===== src/rtl/prism_cfg_loader_if.sv =====
// Host-side debug bus of the PRISM config loader.
// Handshake: the host raises host_wr or host_rd together with host_addr/host_wdata
// and holds all of them stable until host_ready is seen high at a rising clk edge.
// That edge is the single cycle in which the access takes effect.
// host_rdata is valid in that same cycle.
interface prism_cfg_loader_if;
   logic [5:0]  host_addr;
   logic [31:0] host_wdata;
   logic        host_wr;
   logic        host_rd;
   logic [31:0] host_rdata;
   logic        host_ready;

   modport master (
      output host_addr, host_wdata, host_wr, host_rd,
      input  host_rdata, host_ready
   );

   modport slave (
      input  host_addr, host_wdata, host_wr, host_rd,
      output host_rdata, host_ready
   );
endinterface


===== src/rtl/prism_cfg_loader.sv =====
// PRISM config loader: stages (addr, data) writes in a FIFO and, on go, holds PRISM in
// reset, bursts the staged writes into its debug port, releases reset, and re-enables it.
// While idle, the host reaches the PRISM debug port directly.
// While a load runs, the host is stalled.
module prism_cfg_loader #(
   parameter int DEPTH         = 8,
   parameter int HALT_CYCLES   = 2,
   parameter int SETTLE_CYCLES = 4
) (
   input  logic                     clk,
   input  logic                     rst,
   prism_cfg_loader_if.slave        host,
   input  logic                     stg_push,
   input  logic [5:0]               stg_addr,
   input  logic [31:0]              stg_data,
   input  logic                     go,
   input  logic                     abort,
   output logic [5:0]               prism_addr,
   output logic [31:0]              prism_wdata,
   output logic                     prism_wr,
   input  logic [31:0]              prism_rdata,
   output logic                     prism_reset,
   output logic                     prism_enable,
   output logic                     busy,
   output logic [$clog2(DEPTH):0]   stg_count,
   output logic                     stg_full,
   output logic                     overflow,
   output logic                     done_irq,
   output logic [2:0]               dbg_state
);

   localparam int AW = $clog2(DEPTH);
   localparam int CW = AW + 1;
   localparam logic [AW-1:0] PTR_ONE     = AW'(1);
   localparam logic [CW-1:0] CNT_ONE     = CW'(1);
   localparam logic [CW-1:0] DEPTH_C     = CW'(DEPTH);
   localparam logic [3:0]    HALT_LOAD   = 4'(HALT_CYCLES - 1);
   localparam logic [3:0]    SETTLE_LOAD = 4'(SETTLE_CYCLES);

   typedef enum logic [2:0] {
      S_IDLE    = 3'd0,
      S_HALT    = 3'd1,
      S_LOAD    = 3'd2,
      S_RELEASE = 3'd3,
      S_DONE    = 3'd4
   } state_t;

   state_t          state;
   logic [3:0]      cnt;
   logic [5:0]      mem_addr [DEPTH];
   logic [31:0]     mem_data [DEPTH];
   logic [AW-1:0]   wr_ptr;
   logic [AW-1:0]   rd_ptr;
   logic [CW-1:0]   count;
   logic            prism_reset_q;
   logic            prism_enable_q;
   logic            overflow_q;
   logic            done_q;

   logic            idle;
   logic            go_ok;
   logic            fifo_empty;
   logic            fifo_full;
   logic            push_ok;
   logic            push_drop;
   logic            pop;
   logic            pass_ok;

   assign idle       = (state == S_IDLE);
   // go is only honoured from IDLE, and abort always beats it.
   assign go_ok      = idle & go & ~abort;
   assign fifo_empty = (count == '0);
   assign fifo_full  = (count == DEPTH_C);
   // Staging is only open while idle; anything else is dropped and flagged.
   assign push_ok    = stg_push & idle & ~fifo_full & ~abort & ~rst;
   assign push_drop  = stg_push & (~idle | fifo_full);
   // One write per LOAD cycle straight from the FIFO head.
   assign pop        = (state == S_LOAD) & ~fifo_empty & ~abort & ~rst;
   // Host pass-through is live only in IDLE and yields to a same-cycle go.
   assign pass_ok    = idle & ~go_ok & ~rst;

   assign prism_addr      = (state == S_LOAD) ? mem_addr[rd_ptr] : host.host_addr;
   assign prism_wdata     = (state == S_LOAD) ? mem_data[rd_ptr] : host.host_wdata;
   assign prism_wr        = pop | (pass_ok & host.host_wr);
   assign host.host_ready = pass_ok & (host.host_wr | host.host_rd);
   assign host.host_rdata = prism_rdata;

   assign prism_reset  = prism_reset_q;
   assign prism_enable = prism_enable_q;
   assign busy         = ~idle;
   assign stg_count    = count;
   assign stg_full     = fifo_full;
   assign overflow     = overflow_q;
   assign done_irq     = done_q;
   assign dbg_state    = state;

   // Staging storage; contents need no reset because count gates every read.
   always_ff @(posedge clk) begin
      if (push_ok) begin
         mem_addr[wr_ptr] <= stg_addr;
         mem_data[wr_ptr] <= stg_data;
      end
   end

   // FIFO pointers and occupancy; reset and abort both flush the FIFO.
   always_ff @(posedge clk) begin
      if (rst || abort) begin
         wr_ptr <= '0;
         rd_ptr <= '0;
         count  <= '0;
      end else begin
         if (push_ok) begin
            wr_ptr <= wr_ptr + PTR_ONE;
            count  <= count + CNT_ONE;
         end else if (pop) begin
            rd_ptr <= rd_ptr + PTR_ONE;
            count  <= count - CNT_ONE;
         end
      end
   end

   // Load sequencer: IDLE -> HALT -> LOAD -> RELEASE -> DONE -> IDLE, with registered control outputs.
   always_ff @(posedge clk) begin
      if (rst) begin
         state          <= S_IDLE;
         cnt            <= '0;
         prism_reset_q  <= 1'b0;
         prism_enable_q <= 1'b0;
         overflow_q     <= 1'b0;
         done_q         <= 1'b0;
      end else begin
         if (go_ok) begin
            overflow_q <= 1'b0;
         end
         if (push_drop) begin
            overflow_q <= 1'b1;
         end
         if (abort) begin
            done_q <= 1'b0;
            if (!idle) begin
               state          <= S_IDLE;
               prism_reset_q  <= 1'b0;
               prism_enable_q <= 1'b0;
            end
         end else begin
            case (state)
               S_IDLE: begin
                  if (go_ok) begin
                     state          <= S_HALT;
                     cnt            <= HALT_LOAD;
                     prism_reset_q  <= 1'b1;
                     prism_enable_q <= 1'b0;
                     done_q         <= 1'b0;
                  end
               end
               S_HALT: begin
                  if (cnt == 4'd0) begin
                     state <= S_LOAD;
                  end else begin
                     cnt <= cnt - 4'd1;
                  end
               end
               S_LOAD: begin
                  // The cycle that finds the FIFO empty writes nothing and leaves.
                  if (fifo_empty) begin
                     state         <= S_RELEASE;
                     cnt           <= SETTLE_LOAD;
                     prism_reset_q <= 1'b0;
                  end
               end
               S_RELEASE: begin
                  // Stays SETTLE_CYCLES cycles, but always at least one.
                  if (cnt <= 4'd1) begin
                     state <= S_DONE;
                  end else begin
                     cnt <= cnt - 4'd1;
                  end
               end
               S_DONE: begin
                  prism_enable_q <= 1'b1;
                  done_q         <= 1'b1;
                  state          <= S_IDLE;
               end
               default: begin
                  state <= S_IDLE;
               end
            endcase
         end
      end
   end

endmodule


===== src/flat_wrapper.sv =====
// flat-port wrapper written by rule: the top's interface ports become plain ports
module prism_cfg_loader_flat 
#(
   parameter int DEPTH         = 8,
   parameter int HALT_CYCLES   = 2,
   parameter int SETTLE_CYCLES = 4
)
  (clk, rst, stg_push, stg_addr, stg_data, go, abort, prism_addr, prism_wdata, prism_wr, prism_rdata, prism_reset, prism_enable, busy, stg_count, stg_full, overflow, done_irq, dbg_state, host_host_addr, host_host_wdata, host_host_wr, host_host_rd, host_host_rdata, host_host_ready);
  prism_cfg_loader_if host_i ();
  input  logic clk;
  input  logic rst;
  input  logic stg_push;
  input  logic [5:0] stg_addr;
  input  logic [31:0] stg_data;
  input  logic go;
  input  logic abort;
  output logic [5:0] prism_addr;
  output logic [31:0] prism_wdata;
  output logic prism_wr;
  input  logic [31:0] prism_rdata;
  output logic prism_reset;
  output logic prism_enable;
  output logic busy;
  output logic [$clog2(DEPTH):0] stg_count;
  output logic stg_full;
  output logic overflow;
  output logic done_irq;
  output logic [2:0] dbg_state;
  input wire logic [$bits(host_i.host_addr)-1:0] host_host_addr;
  input wire logic [$bits(host_i.host_wdata)-1:0] host_host_wdata;
  input wire logic [$bits(host_i.host_wr)-1:0] host_host_wr;
  input wire logic [$bits(host_i.host_rd)-1:0] host_host_rd;
  output wire logic [$bits(host_i.host_rdata)-1:0] host_host_rdata;
  output wire logic [$bits(host_i.host_ready)-1:0] host_host_ready;
  assign host_i.host_addr = host_host_addr;
  assign host_i.host_wdata = host_host_wdata;
  assign host_i.host_wr = host_host_wr;
  assign host_i.host_rd = host_host_rd;
  assign host_host_rdata = host_i.host_rdata;
  assign host_host_ready = host_i.host_ready;
  prism_cfg_loader #(.DEPTH(DEPTH), .HALT_CYCLES(HALT_CYCLES), .SETTLE_CYCLES(SETTLE_CYCLES)) u_core (.clk(clk), .rst(rst), .host(host_i), .stg_push(stg_push), .stg_addr(stg_addr), .stg_data(stg_data), .go(go), .abort(abort), .prism_addr(prism_addr), .prism_wdata(prism_wdata), .prism_wr(prism_wr), .prism_rdata(prism_rdata), .prism_reset(prism_reset), .prism_enable(prism_enable), .busy(busy), .stg_count(stg_count), .stg_full(stg_full), .overflow(overflow), .done_irq(done_irq), .dbg_state(dbg_state));
endmodule

===== config.mk =====
export PLATFORM = sky130hd
export DESIGN_NAME = prism_cfg_loader_flat
export DESIGN_NICKNAME = d
export VERILOG_FILES = /design/src/rtl/prism_cfg_loader_if.sv /design/src/rtl/prism_cfg_loader.sv /design/src/flat_wrapper.sv
export SDC_FILE = /design/constraint.sdc
export NUM_CORES = 1
export LEC_CHECK = 0
export BUFFER_PORTS_ARGS = -buffer_cell sky130_fd_sc_hd__buf_4
export CORE_MARGIN = 2
export CORE_UTILIZATION = 57
export DETAILED_ROUTE_END_ITERATION = 6
export PLACE_DENSITY = 0.8
export SETUP_SLACK_MARGIN = 0.15
export SKIP_CTS_REPAIR_TIMING = 1
export SLEW_MARGIN = 5
export SYNTH_ARGS = -nofsm -noshare
export SYNTH_HDL_FRONTEND = slang
export SYNTH_SLANG_ARGS = --single-unit

===== constraint.sdc =====
create_clock -name clk -period 7.17 [get_ports clk]
set_clock_uncertainty 0.15 [all_clocks]
set_input_delay 1.434 -clock clk [delete_from_list [all_inputs] [get_ports clk]]
set_output_delay 1.434 -clock clk [all_outputs]
set_load 0.05 [all_outputs]

# Yosys cells after proc, flatten, opt, wreduce, memory -nomap -nowiden
# Memory sizes are Yosys's and may differ from the RTL's. A register that Yosys moved wholly into a read port is not among the register bits.
# Index checks and enable logic that the tools add are counted.
[classes]
mul = 0
eq_ne = 13
bitwise_logic = 24
n_reduce_logical = 17
magnitude_cmp = 1
add_sub_neg = 5
shifts = 0
n_div = 0
n_mux = 31
[op_table]
columns = ["operator", "n"]
rows = [
  ["2-to-1 mux 32 bit", 1],
  ["2-to-1 mux 3 bit", 10],
  ["2-to-1 mux 4 bit", 6],
  ["case mux 4 bit (4 select lines)", 1],
  ["AND 1 bit", 14],
  ["case mux 3 bit (4 select lines)", 1],
  ["2-to-1 mux 1 bit", 9],
  ["!= test 3 x 2 -> 1 bit, second input constant", 3],
  ["logical NOT 4 bit", 2],
  ["!= test 2 bit, second input constant", 4],
  ["subtractor 4 x 1 -> 4 bit, second input constant", 2],
  ["inverter 1 bit", 7],
  ["adder 3 x 1 -> 3 bit, second input constant", 2],
  ["equality test 3 x 2 -> 1 bit, second input constant", 2],
  ["2-to-1 mux 6 bit", 1],
  ["AND reduction 6 bit", 1],
  ["nonzero test 2 bit", 3],
  ["nonzero test 3 bit", 2],
  ["AND reduction 5 bit", 1],
  ["adder 4 x 1 -> 4 bit, second input constant", 1],
  ["equality test 4 bit, second input constant", 1],
  ["less-or-equal comparator 4 x 1 -> 1 bit, second input constant", 1],
  ["case mux 1 bit (2 select lines)", 2],
  ["AND reduction 2 bit", 2],
  ["10 further kinds", 12],
]
[word_totals]
out_inout_bits = 85
word_cells = 102
mem_bits_ro = 0
memories = 2
ram_bits = 304
latchBits = 0
reg_bits = 21
[mem_list]
columns = ["memory", "depth", "width", "read_ports", "rd_ports_with_merged_regs", "write_ports", "line_no", "text"]
rows = [
  ["u_core.mem_data", 8, 32, 1, 1, 1, "prism_cfg_loader.sv:51", "logic [31:0] mem_data [DEPTH];"],
  ["u_core.mem_addr", 8, 6, 1, 1, 1, "prism_cfg_loader.sv:50", "logic [5:0] mem_addr [DEPTH];"],
]

# Depth between registers and ports, before layout
# Gate-level depths: netlist (run 1).
[depth]
ltp_word = 9
depth_mapped = 10

# Least setup slack after synthesis (run 1)
# Ideal clock, no wire load.
[synth_path]
kind = "input -> register"
start = "in abort"
end = "mem u_core.mem_addr[2][0], enable pin"
path_buffers = 1
arrival_time_ps = 5947
cell_stages = 5
slack_ps = 531
required_time_ps = 6478
path_cell_list = "nor2_1 and4_1 buf_4 inv_4 nor4b_1"
[synth_via]
elab_chain_cells = 5
[synth_rtl]
columns = ["element", "line_no", "text"]
rows = [
  ["start: declaration", "flat_wrapper.sv:16", "input logic abort;"],
  ["inverter 1 bit", "prism_cfg_loader.sv:75", "assign push_ok = stg_push & idle & ~fifo_full & ~abort & ~rst;"],
  ["AND 1 bit (2 in a row)", "prism_cfg_loader.sv:75", ""],
  ["2-to-1 mux 1 bit", "prism_cfg_loader.sv:99", "if (push_ok) begin"],
  ["2-to-1 mux 1 bit (not written as such)", "prism_cfg_loader.sv:100", "mem_addr[wr_ptr] <= stg_addr;"],
  ["end: declaration", "prism_cfg_loader.sv:50", ""],
]
# No other way between the ends.

==> results of run 1 <==
==> synth_stat cells, types with 2 or more instances <==
cell type  instances
a211oi_1           2
a21oi_1            5
a22oi_1            2
buf_1              3
buf_2             11
buf_4             34
buf_6              2
clkbuf_1          19
dfxtp_1           24
edfxtp_1         304
ha_1               6
inv_1              8
mux2i_1           43
mux4_2            76
nand2_1           53
nand3_1            3
nand4_1            2
nor2_1            16
nor3_1             8
nor3b_1            3
nor4_1             2
nor4b_1            2
o21ai_0           43
o22ai_1            2
o31ai_1            3
or2b_1             2
or3_1              4
xnor2_1            4
==> kinds of logic (layout without fill, tap and decap cells) <==
family,after synthesis,count (layout)
DFF,328,328
muxes,119,119
and+or+nand+nor,104,104
buffers and inverters,79,213
AOI/OAI and AO/OA,66,66
adders and majority gates,7,7
xor gates and xnor gates,4,4
==> layout by cell type, fill, tap and decap left out, types with 2 or more instances in the layout <==
cell type and count:
clkinv_1 6, nand2_1 53, inv_1 8, nor4b_2 2, edfxtp_1 304, xnor2_1 4
buf_4 145, clkbuf_16 37, a211oi_1 2, nor2_1 15, nor4_2 2, nand3_1 3
clkbuf_1 10, o31ai_1 3, nor3_2 2, mux2i_1 43, ha_1 6, a22oi_1 2
nor3_1 6, mux4_2 76, or2b_1 2, o22ai_1 2, nor3b_2 2, o21ai_0 43
or3_1 4, a21oi_1 5, dfxtp_4 2, dfxtp_1 21, clkinv_2 5, nand4_1 2
==> worst max-delay path by stage <==
stage / slack (ns) / cells after the start / start / endpoint
2_1_floorplan: 0.53 / 5 / abort / u_core.mem_addr[2][0]
3_3_place_gp: 2.74 / 5 / register / prism_wdata[17]
3_5_place_dp: 2.60 / 6 / rst / u_core.mem_addr[7][1]
4_1_cts: 2.19 / 5 / register / prism_wdata[17]
5_1_grt: 1.95 / 5 / register / prism_wdata[15]
6_report: 2.32 / 5 / register / prism_wdata[8]
==> through the flow <==
step	util	instance area, um2
finish	0.675	15300
global placement	0.630	14300
CTS	0.675	15300
floorplan	-	13200
global route	0.675	15300
detailed placement	0.630	14300
==> area by class of cell <==
cell class	count	share of cell area
clock buffers	47	0.0629
repair buffers	145	0.0710
well taps	285	0.0233
clock inverters	12	0.00359
inverters	9	0.00237
flip-flops and latches	328	0.628
multi-input cells	300	0.209
==> registers in the layout (all words and copies together) (netlist names), named ones only <==
name and cells:
u_core.prism_reset 1, u_core.done_irq 1, u_core.prism_enable 1, u_core.overflow 1, u_core.stg_count 4, u_core.mem_addr 48, u_core.cnt 4, u_core.wr_ptr 3
u_core.dbg_state 3, u_core.mem_data 256, u_core.rd_ptr 3
==> per-layer routing <==
layer  track usage  vias to the layer above  part of all wire
met5             0                        -                 0
li1              -                     3011                 -
met4        0.0799                        0             0.033
met2         0.369                      268              0.50
met3        0.0460                       86             0.070
met1         0.278                     3435              0.39
==> report_power, final <==
part | internal, uW | switching (uW)
Sequential | 2100 | 7.69
Combinational | 78.5 | 142
Clock | 937 | 671
==> summary.txt, run 1 <==
Run status
  • Status: completed

CTS
  • Clock Path Buffers: 3
  • Num CTS Buffers: 34
  • H-Tree Level Count: 2
  • Clock sink total: 328
  • Worst skew pair latency: 0.50 ns
  • CTS tree: done
  • Clk root buf: clkbuf_16
  • Clock transition at path regs: 0.06 ns

Yosys
  • Xor-xnor portion of the synthesized cell area: 0.00265
  • Cells after Synth: 707
  • Synth Area in Simple Gates: 0.0383
  • Largest family of logic cells by synthesized area: multiplexers
  • Top FF cell, synth: edfxtp_1
  • Synth top area share: 0.690
  • Seq/Total Area, Yosys: 0.727
  • Yosys warns: 0
  • Adder-cell share of the synthesized area: 0.00719
  • Yosys top cell by area: edfxtp_1
  • Yosys cell types: 49
  • Post-synth EDFFs: 304
  • Synthesized net count: 829
  • Synth top area cells: edfxtp_1 (69%), mux4_2 (13%), dfxtp_1 (3.6%), mux2i_1 (3.3%), buf_4 (1.9%)
  • Async S/R FF share, synth: 0
  • Mux cell area share after synthesis: 0.162
  • Synth Area per Inst: 18.7 um2
  • Mapped Area: 0.0132 mm2
  • Compound-gate portion of the synthesized area: 0.0287
  • Yosys reg bits: 328

Critical path
  • WP buf/inv: 2
  • Crit-path max cell delay: 1.02 ns
  • Cell Chain, Critical Path: buf_4, mux4_2, mux2i_1, o21ai_0, buf_4
  • Critical Path Slowest Stage Cell: dfxtp_4
  • Worst r2r path cells: 5
  • CP most frequent cell: buf_4
  • Crit path max fanout: 51
  • Worst R2R Start: u_core.dbg_state[0]
  • Endpoint type of the worst setup path: primary output
  • Flop-to-flop setup slack: 3.92 ns
  • CP Launch Type: register
  • Arr. time, crit path: 3.26 ns
  • Crit-path leading delay family: flip-flops
  • Worst Path Required: 5.59 ns
  • Setup CP Type: reg2out
  • Worst R2R End: u_core.mem_addr[7][3]

Hold path
  • HP Start: u_core.rd_ptr[2]
  • Worst Hold Class: reg2reg
  • Worst hold path depth: 1

Die
  • Site Rows: 55
  • Die Wd: 156 um
  • Die Area: 0.0244 mm2
  • Die Ht: 156 um
  • Core area: 0.0227 mm2
  • Starting Density: 0.582
  • I/O Pins: 200

Global route
  • Pin count of the biggest net entering global routing: 81
  • Grt total ovfl: 0
  • Antenna violations before repair: 0
  • Vias in the first global route: 7,023
  • Total GRT Usage: 0.216
  • First-pass GRT wire length: 39,600 um

Power and ir drop
  • Worst vdd ir: 0.231 mV
  • Static Leak: 0.00508 uW
  • PD cells: 257 mW/mm2
  • Total chip power: 3940 uW

Detailed routing
  • Drt initial violations: 608
  • Vias per cell: 6.04
  • Routed wire length: 26,000 um
  • Drt pass-1 iters: 5
  • Remaining antenna violation count: 0
  • WL/cell: 23.1 um
  • DR vias: 6,800
  • Post-route DRC: 0

Timing
  • Final WS setup: 2.32 ns
  • Final Max Slew Viols: 0
  • Fin crit period: 4.85 ns
  • Final Hold Fails: 0
  • Fmax achieved: 206 MHz
  • RSZ-0062 raised after global routing: false
  • Slew margin rel.: 0.242
  • Period Utilization, post-route: 0.676
  • Setup_tns: 0 ns
  • Setup violators final: 0
  • Final hold slack: 0.338 ns
  • Worst-Margin Slew: 1.14 ns

Layout
  • Final #Nets: 940
  • Layout cells sized above 1: 0.334
  • Synthesis-to-finish area growth: 15.9%
  • N_diodes: 0
  • Register Area: 0.00962 mm2
  • Fill cells: 1,476
  • Cell Count, Final, Fillers Out: 1,126
  • Multi-input gate area: 0.00321 mm2

Flow run
  • Max-cap violations: 0

Placed design
  • Worst slack, placed: 2.60 ns
  • Port Buf Inserts: 135
  • Detail Placement HPWL: 14,000 um
  • Number of placed cells counting well taps: 1,067
  • Routability congestion estimate: 0.807
(Power assumes the default switching activity.)
==> inputs of run 2 (changes only) <==
==> constraint.sdc (replaced) <==
create_clock -name clk -period 4.9 [get_ports clk]
set_clock_uncertainty 0.15 [all_clocks]
set_input_delay 0.98 -clock clk [delete_from_list [all_inputs] [get_ports clk]]
set_output_delay 0.98 -clock clk [all_outputs]
set_load 0.05 [all_outputs]
==> run 2 against run 1 <==
Net effect: register-to-register slack worse by 2.2 ns; combinational power rose by 49%; total power increased by 46%; global-route usage down 0.18 points; largest power group unchanged.
==> summary.txt, run 2 (synthesis gave the netlist of run 1 again) <==
CTS
  • Clock Path Buffers: 3 (unchanged)
  • Clk root buf: clkbuf_16
  • Worst skew pair latency: 0.49 ns (about the same)
  • Clock transition at path regs: 0.05 ns (about the same)
  • Clock sink total: 328 (unchanged)
  • CTS tree: done
  • H-Tree Level Count: 2 (unchanged)
  • Num CTS Buffers: 34 (unchanged)

Detailed routing
  • DR vias: 6,843 (+0.63%)
  • Routed wire length: 25,600 um (-1.5%)
  • WL/cell: 22.6 um (-2.4%)
  • Vias per cell: 6.02 (-0.25%)
  • Drt initial violations: 448 (-26%)
  • Post-route DRC: 0 (unchanged)
  • Remaining antenna violation count: 0 (unchanged)
  • Drt pass-1 iters: 4 (-1)

Timing
  • Final Max Slew Viols: 0 (unchanged)
  • Final WS setup: 0.993 ns (-1.33 ns)
  • Slew margin rel.: 0.375 (+0.133)
  • Fin crit period: 3.91 ns
  • Fmax achieved: 256 MHz
  • Period Utilization, post-route: 0.797
  • Setup violators final: 0 (unchanged)
  • RSZ-0062 raised after global routing: false
  • Final Hold Fails: 0 (unchanged)
  • Worst-Margin Slew: 0.938 ns (-0.200 ns)
  • Setup_tns: 0 ns (unchanged)

Layout
  • Layout cells sized above 1: 0.340 (+0.00587)
  • Biggest register: u_core.mem_data
  • Cell Count, Final, Fillers Out: 1,136 (+0.89%)
  • Max FFs per register: 256 (unchanged)
  • Leading cell type in the layout, fill and taps excluded: edfxtp_1
  • Commonest non-fill, non-tap cells in the layout: edfxtp_1 (304), buf_4 (150), mux4_2 (76)
  • Biggest regs: u_core.mem_data (256), u_core.mem_addr (48)
  • Synthesis-to-finish area growth: 17.0%
  • Cell area after layout: 0.0155 mm2 (+0.96%)
  • Final #Nets: 948 (+0.85%)
  • Fill cells: 1,441 (-2.4%)

Critical path
  • Setup CP Type: reg2out
  • WP buf/inv: 2 (unchanged)
  • Flop-to-flop setup slack: 1.73 ns (-2.19 ns)
  • Critical Path Slowest Stage Cell: dfxtp_4
  • Worst path depth: 5 (unchanged)
  • CP Launch Type: register
  • Arr. time, crit path: 2.78 ns (-0.48 ns)
  • CP most frequent cell: buf_4
  • Cell Chain, Critical Path: buf_4, mux4_2, mux2i_1, o21ai_0, buf_4
  • Worst R2R Start: u_core.dbg_state[0]
  • Crit path capture: prism_addr[0]
  • Worst R2R End: u_core.mem_addr[7][0]
  • Worst r2r path cells: 5 (unchanged)
  • Endpoint type of the worst setup path: primary output
  • Worst Path Required: 3.77 ns (-1.82 ns)
  • Crit-path leading delay family: buffers and inverters
  • Crit-path max cell delay: 0.69 ns (-0.33 ns)
  • Crit path max fanout: 26 (-49%)

Power and ir drop
  • Sequential power share: 0.536 (about the same)
  • Int Pwr: 4550 uW (+46%)
  • Worst vdd ir: 0.274 mV (+19%)
  • Logic gate share of total power: 0.057 (about the same)
  • Total chip power: 5750 uW (+46%)
  • Clock share of power: 0.407 (about the same)
  • PD cells: 372 mW/mm2 (+45%)
  • Switch share: 0.208 (about the same)
  • Sw Pwr: 1200 uW (+46%)
  • Static Leak: 0.00512 uW (+0.78%)

Die
  • Starting Density: 0.582 (unchanged)
  • Die Wd: 156 um (unchanged)
  • Die Area: 0.0244 mm2 (unchanged)
  • I/O Pins: 200 (unchanged)
  • Core area: 0.0227 mm2 (unchanged)
  • Site Rows: 55 (unchanged)
  • Die Ht: 156 um (unchanged)

Global route
  • Grt total ovfl: 0 (unchanged)
  • Antenna violations before repair: 2 (+2)
  • First-pass GRT wire length: 39,300 um (-0.80%)
  • Pin count of the biggest net entering global routing: 81 (unchanged)
  • Vias in the first global route: 7,055 (+0.46%)
  • Total GRT Usage: 0.215 (-0.00177)

Placed design
  • Number of placed cells counting well taps: 1,075 (+0.75%)
  • Port Buf Inserts: 135 (unchanged)
  • Dpl cell area: 0.0145 mm2 (+1.0%)
  • Detail Placement HPWL: 15,300 um (+9.4%)
  • Routability congestion estimate: 0.751 (-6.9%)
  • Worst slack, placed: 1.19 ns (-1.42 ns)

Run status
  • Status: completed

Flow run
  • Max-cap violations: 0 (unchanged)

Hold path
  • Worst Hold Class: reg2reg
==> run 2: changes by cell type in the layout (fill, tap and decap cells not counted), sizes merged <==
cell,previous run,this run
clkbuf,47,45
inv,9,10
buf,145,153
clkinvlp,1,2
bufinv,0,1
diode,0,1
==> run 2: power by group through the flow <==
stage / clock network [uW] / logic [uW] / registers (uW)
global placement: 0 / 314 / 3140
floorplan: 0 / 238 / 3150
finish: 2340 / 327 / 3080
detailed placement: 0 / 327 / 3140
global route: 2500 / 350 / 3080
CTS: 2390 / 328 / 3080
==> run 2: layout make-up <==
type                       count  area [um2]  area share
antenna                        1        2.50    0.000162
clock buffer                  45         913      0.0590
sequential                   328        9620       0.622
multi-input combinational    300        3260       0.211
inverter                       9        36.3     0.00235
timing repair buffer         153        1190      0.0767
tap                          285         357      0.0230
clock inverter                15         100     0.00647
==> run 2: how the worst min path moves through the flow <==
stage	from	to	cells after the start
after CTS	u_core.rd_ptr[2]	register	1
after detailed placement	u_core.rd_ptr[2]	register	1
after global routing	u_core.rd_ptr[2]	register	1
final	u_core.rd_ptr[2]	register	1
after global placement	u_core.rd_ptr[2]	register	1
after floorplan	u_core.rd_ptr[2]	register	1
==> run 2: routing by layer <==
layer | track usage | vias to the layer above | wire length (um)
li1 | - | 3038 | -
met1 | 0.279 | 3459 | 10200
met2 | 0.365 | 271 | 13200
met3 | 0.0415 | 73 | 1570
met4 | 0.0786 | 2 | 726
met5 | 0 | - | 13
==> run 2: through the flow <==
step,utilization,hold WS [ns]
finish,0.681,0.315
global route,0.681,0.362
detailed placement,0.637,0.302
floorplan,-,0.277
CTS,0.681,0.321
global placement,0.637,0.319
==> inputs of run 3 (changes only) <==
==> constraint.sdc (replaced) <==
create_clock -name clk -period 4.05 [get_ports clk]
set_clock_uncertainty 0.15 [all_clocks]
set_input_delay 0.81 -clock clk [delete_from_list [all_inputs] [get_ports clk]]
set_output_delay 0.81 -clock clk [all_outputs]
set_load 0.05 [all_outputs]
==> run 3 against run 2 <==
Net effect: non-clock buffer count increased by 6; clock power increased by 34%; critical path depth unchanged; sequential share of layout area decreased by 0.61 points; register-to-register slack got worse by 0.50 ns; design area increased by 0.99%; setup slack got worse by 0.53 ns; cell count increased by 0.53%; sequential power increased by 21%; utilization increased by 0.68 points; critical path type unchanged.
==> summary.txt, run 3 (synthesis gave the netlist of run 1 again) <==
Run status
  • Status: completed

CTS
  • Worst skew pair latency: 0.51 ns (+0.02 ns)
  • Num CTS Buffers: 34 (unchanged)
  • Clock Path Buffers: 3 (unchanged)
  • Clock transition at path regs: 0.06 ns (about the same)
  • H-Tree Level Count: 2 (unchanged)
  • CTS tree: done
  • Clock sink total: 328 (unchanged)
  • Clk root buf: clkbuf_16

Die
  • I/O Pins: 200 (unchanged)
  • Core area: 0.0227 mm2 (unchanged)
  • Die Area: 0.0244 mm2 (unchanged)
  • Die Wd: 156 um (unchanged)
  • Site Rows: 55 (unchanged)
  • Starting Density: 0.582 (unchanged)
  • Die Ht: 156 um (unchanged)

Layout
  • Final #Nets: 954 (+0.63%)
  • Fin util: 0.688 (+0.00678)
  • Cell area after layout: 0.0156 mm2 (+0.99%)
  • Synthesis-to-finish area growth: 18.2%
  • Layout cells sized above 1: 0.355 (+0.0147)
  • Biggest register: u_core.mem_data
  • Commonest non-fill, non-tap cells in the layout: edfxtp_1 (304), buf_4 (157), mux4_2 (76)
  • N_diodes: 0 (-1)
  • Max FFs per register: 256 (unchanged)
  • Leading cell type in the layout, fill and taps excluded: edfxtp_1
  • Biggest regs: u_core.mem_data (256), u_core.mem_addr (48)

Timing
  • Slew margin rel.: 0.410 (+0.0347)
  • Period Utilization, post-route: 0.885
  • Fmax achieved: 279 MHz
  • RSZ-0062 raised after global routing: false
  • Setup_tns: 0 ns (unchanged)
  • Final WS setup: 0.468 ns (-0.526 ns)
  • Worst-Margin Slew: 0.885 ns (-0.0521 ns)
  • Fin crit period: 3.58 ns
  • Final Hold Fails: 0 (unchanged)
  • Final Max Slew Viols: 0 (unchanged)
  • Setup violators final: 0 (unchanged)

Critical path
  • CP Launch Type: register
  • Endpoint type of the worst setup path: primary output
  • Arr. time, crit path: 2.62 ns (-0.16 ns)
  • Flop-to-flop setup slack: 1.23 ns (-0.50 ns)
  • Setup CP Type: reg2out
  • Worst Path Required: 3.09 ns (-0.68 ns)
  • Crit path max fanout: 54 (+110%)

Detailed routing
  • Routed wire length: 26,600 um (+3.9%)
  • Vias per cell: 6.04 (+0.20%)
  • Drt pass-1 iters: 4 (unchanged)
  • Drt initial violations: 488 (+8.9%)
  • Remaining antenna violation count: 0 (unchanged)
  • Post-route DRC: 0 (unchanged)
  • WL/cell: 23.3 um (+3.3%)
  • DR vias: 6,893 (+0.73%)

Power and ir drop
  • Sequential power share: 0.514 (-0.022)
  • Total chip power: 7250 uW (+26%)
  • Int Pwr: 5760 uW (+27%)
  • PD cells: 464 mW/mm2 (+25%)
  • Worst vdd ir: 0.306 mV (+12%)
  • Logic gate share of total power: 0.054 (-0.003)
  • Clock share of power: 0.432 (+0.025)
  • Switch share: 0.205 (-0.00305)
  • Static Leak: 0.00522 uW (+2.0%)
  • Sw Pwr: 1490 uW (+24%)

Placed design
  • Dpl cell area: 0.0145 mm2 (+0.22%)
  • Worst slack, placed: 0.910 ns (-0.278 ns)
  • Routability congestion estimate: 0.748 (-0.37%)
  • Detail Placement HPWL: 15,900 um (+3.4%)
  • Port Buf Inserts: 135 (unchanged)

Global route
  • Total GRT Usage: 0.221 (+0.00600)
  • Vias in the first global route: 7,180 (+1.8%)
  • Pin count of the biggest net entering global routing: 81 (unchanged)
  • Antenna violations before repair: 0 (-2)
  • Grt total ovfl: 0 (unchanged)
  • First-pass GRT wire length: 40,500 um (+3.1%)

Hold path
  • Worst Hold Class: reg2reg

Flow run
  • Max-cap violations: 0 (unchanged)
## run 3: changes by cell type in the layout (fill, tap and decap cells not counted), moves of 2 or more
cell / delta
buf_4: +7
bufinv_16: +4
clkbuf_1: -6
clkinv_1: -2
clkinv_2: +3
clkinv_4: +2
## run 3: power by group through the flow
stage	registers [uW]	logic (uW)	clock network, uW
finish	3730	392	3130
global route	3730	420	3310
CTS	3730	393	3190
detailed placement	3800	392	0
global placement	3800	377	0
floorplan	3820	288	0
## run 3: cell type report
cell class | instances | area, um2
inverters | 9 | 36.3
repair buffers | 159 | 1220
multi-input cells | 300 | 3260
well taps | 285 | 357
flip-flops and latches | 328 | 9620
fillers | 1436 | 7080
clock buffers | 39 | 891
clock inverters | 22 | 246
## run 3: critical path, stage by stage, from the launching register on
cell,delay (ns)
dfxtp_4,0.89
buf_4,0.37
mux4_2,0.33
mux2i_1,0.16
o21ai_0,0.11
buf_4,0.24
## run 3: final timing paths
kind | cells after the start | startpoint | to
worst min-delay path | 1 | u_core.rd_ptr[2] | register
worst max-delay path | 5 | register | prism_wdata[23]
worst min register to register | 1 | u_core.rd_ptr[2] | register
worst max register to register | 5 | u_core.dbg_state[0] | u_core.mem_data[6][6]
## run 3: through the flow
stage	instances	hold slack (ns)
floorplan	707	0.277
global placement	1081	0.288
detailed placement	1081	0.311
CTS	1142	0.339
global route	1142	0.376
finish	1142	0.332
## run 3: layer usage
metal  routed length (um)  part of all wire  GRT usage  up-vias
met2                13800              0.52      0.386      252
met5                    0                 0          0        -
met1                10600              0.40      0.282     3513
met4                  787             0.030     0.0773        0
met3                 1490             0.056     0.0371       75
li1                     -                 -          -     3053
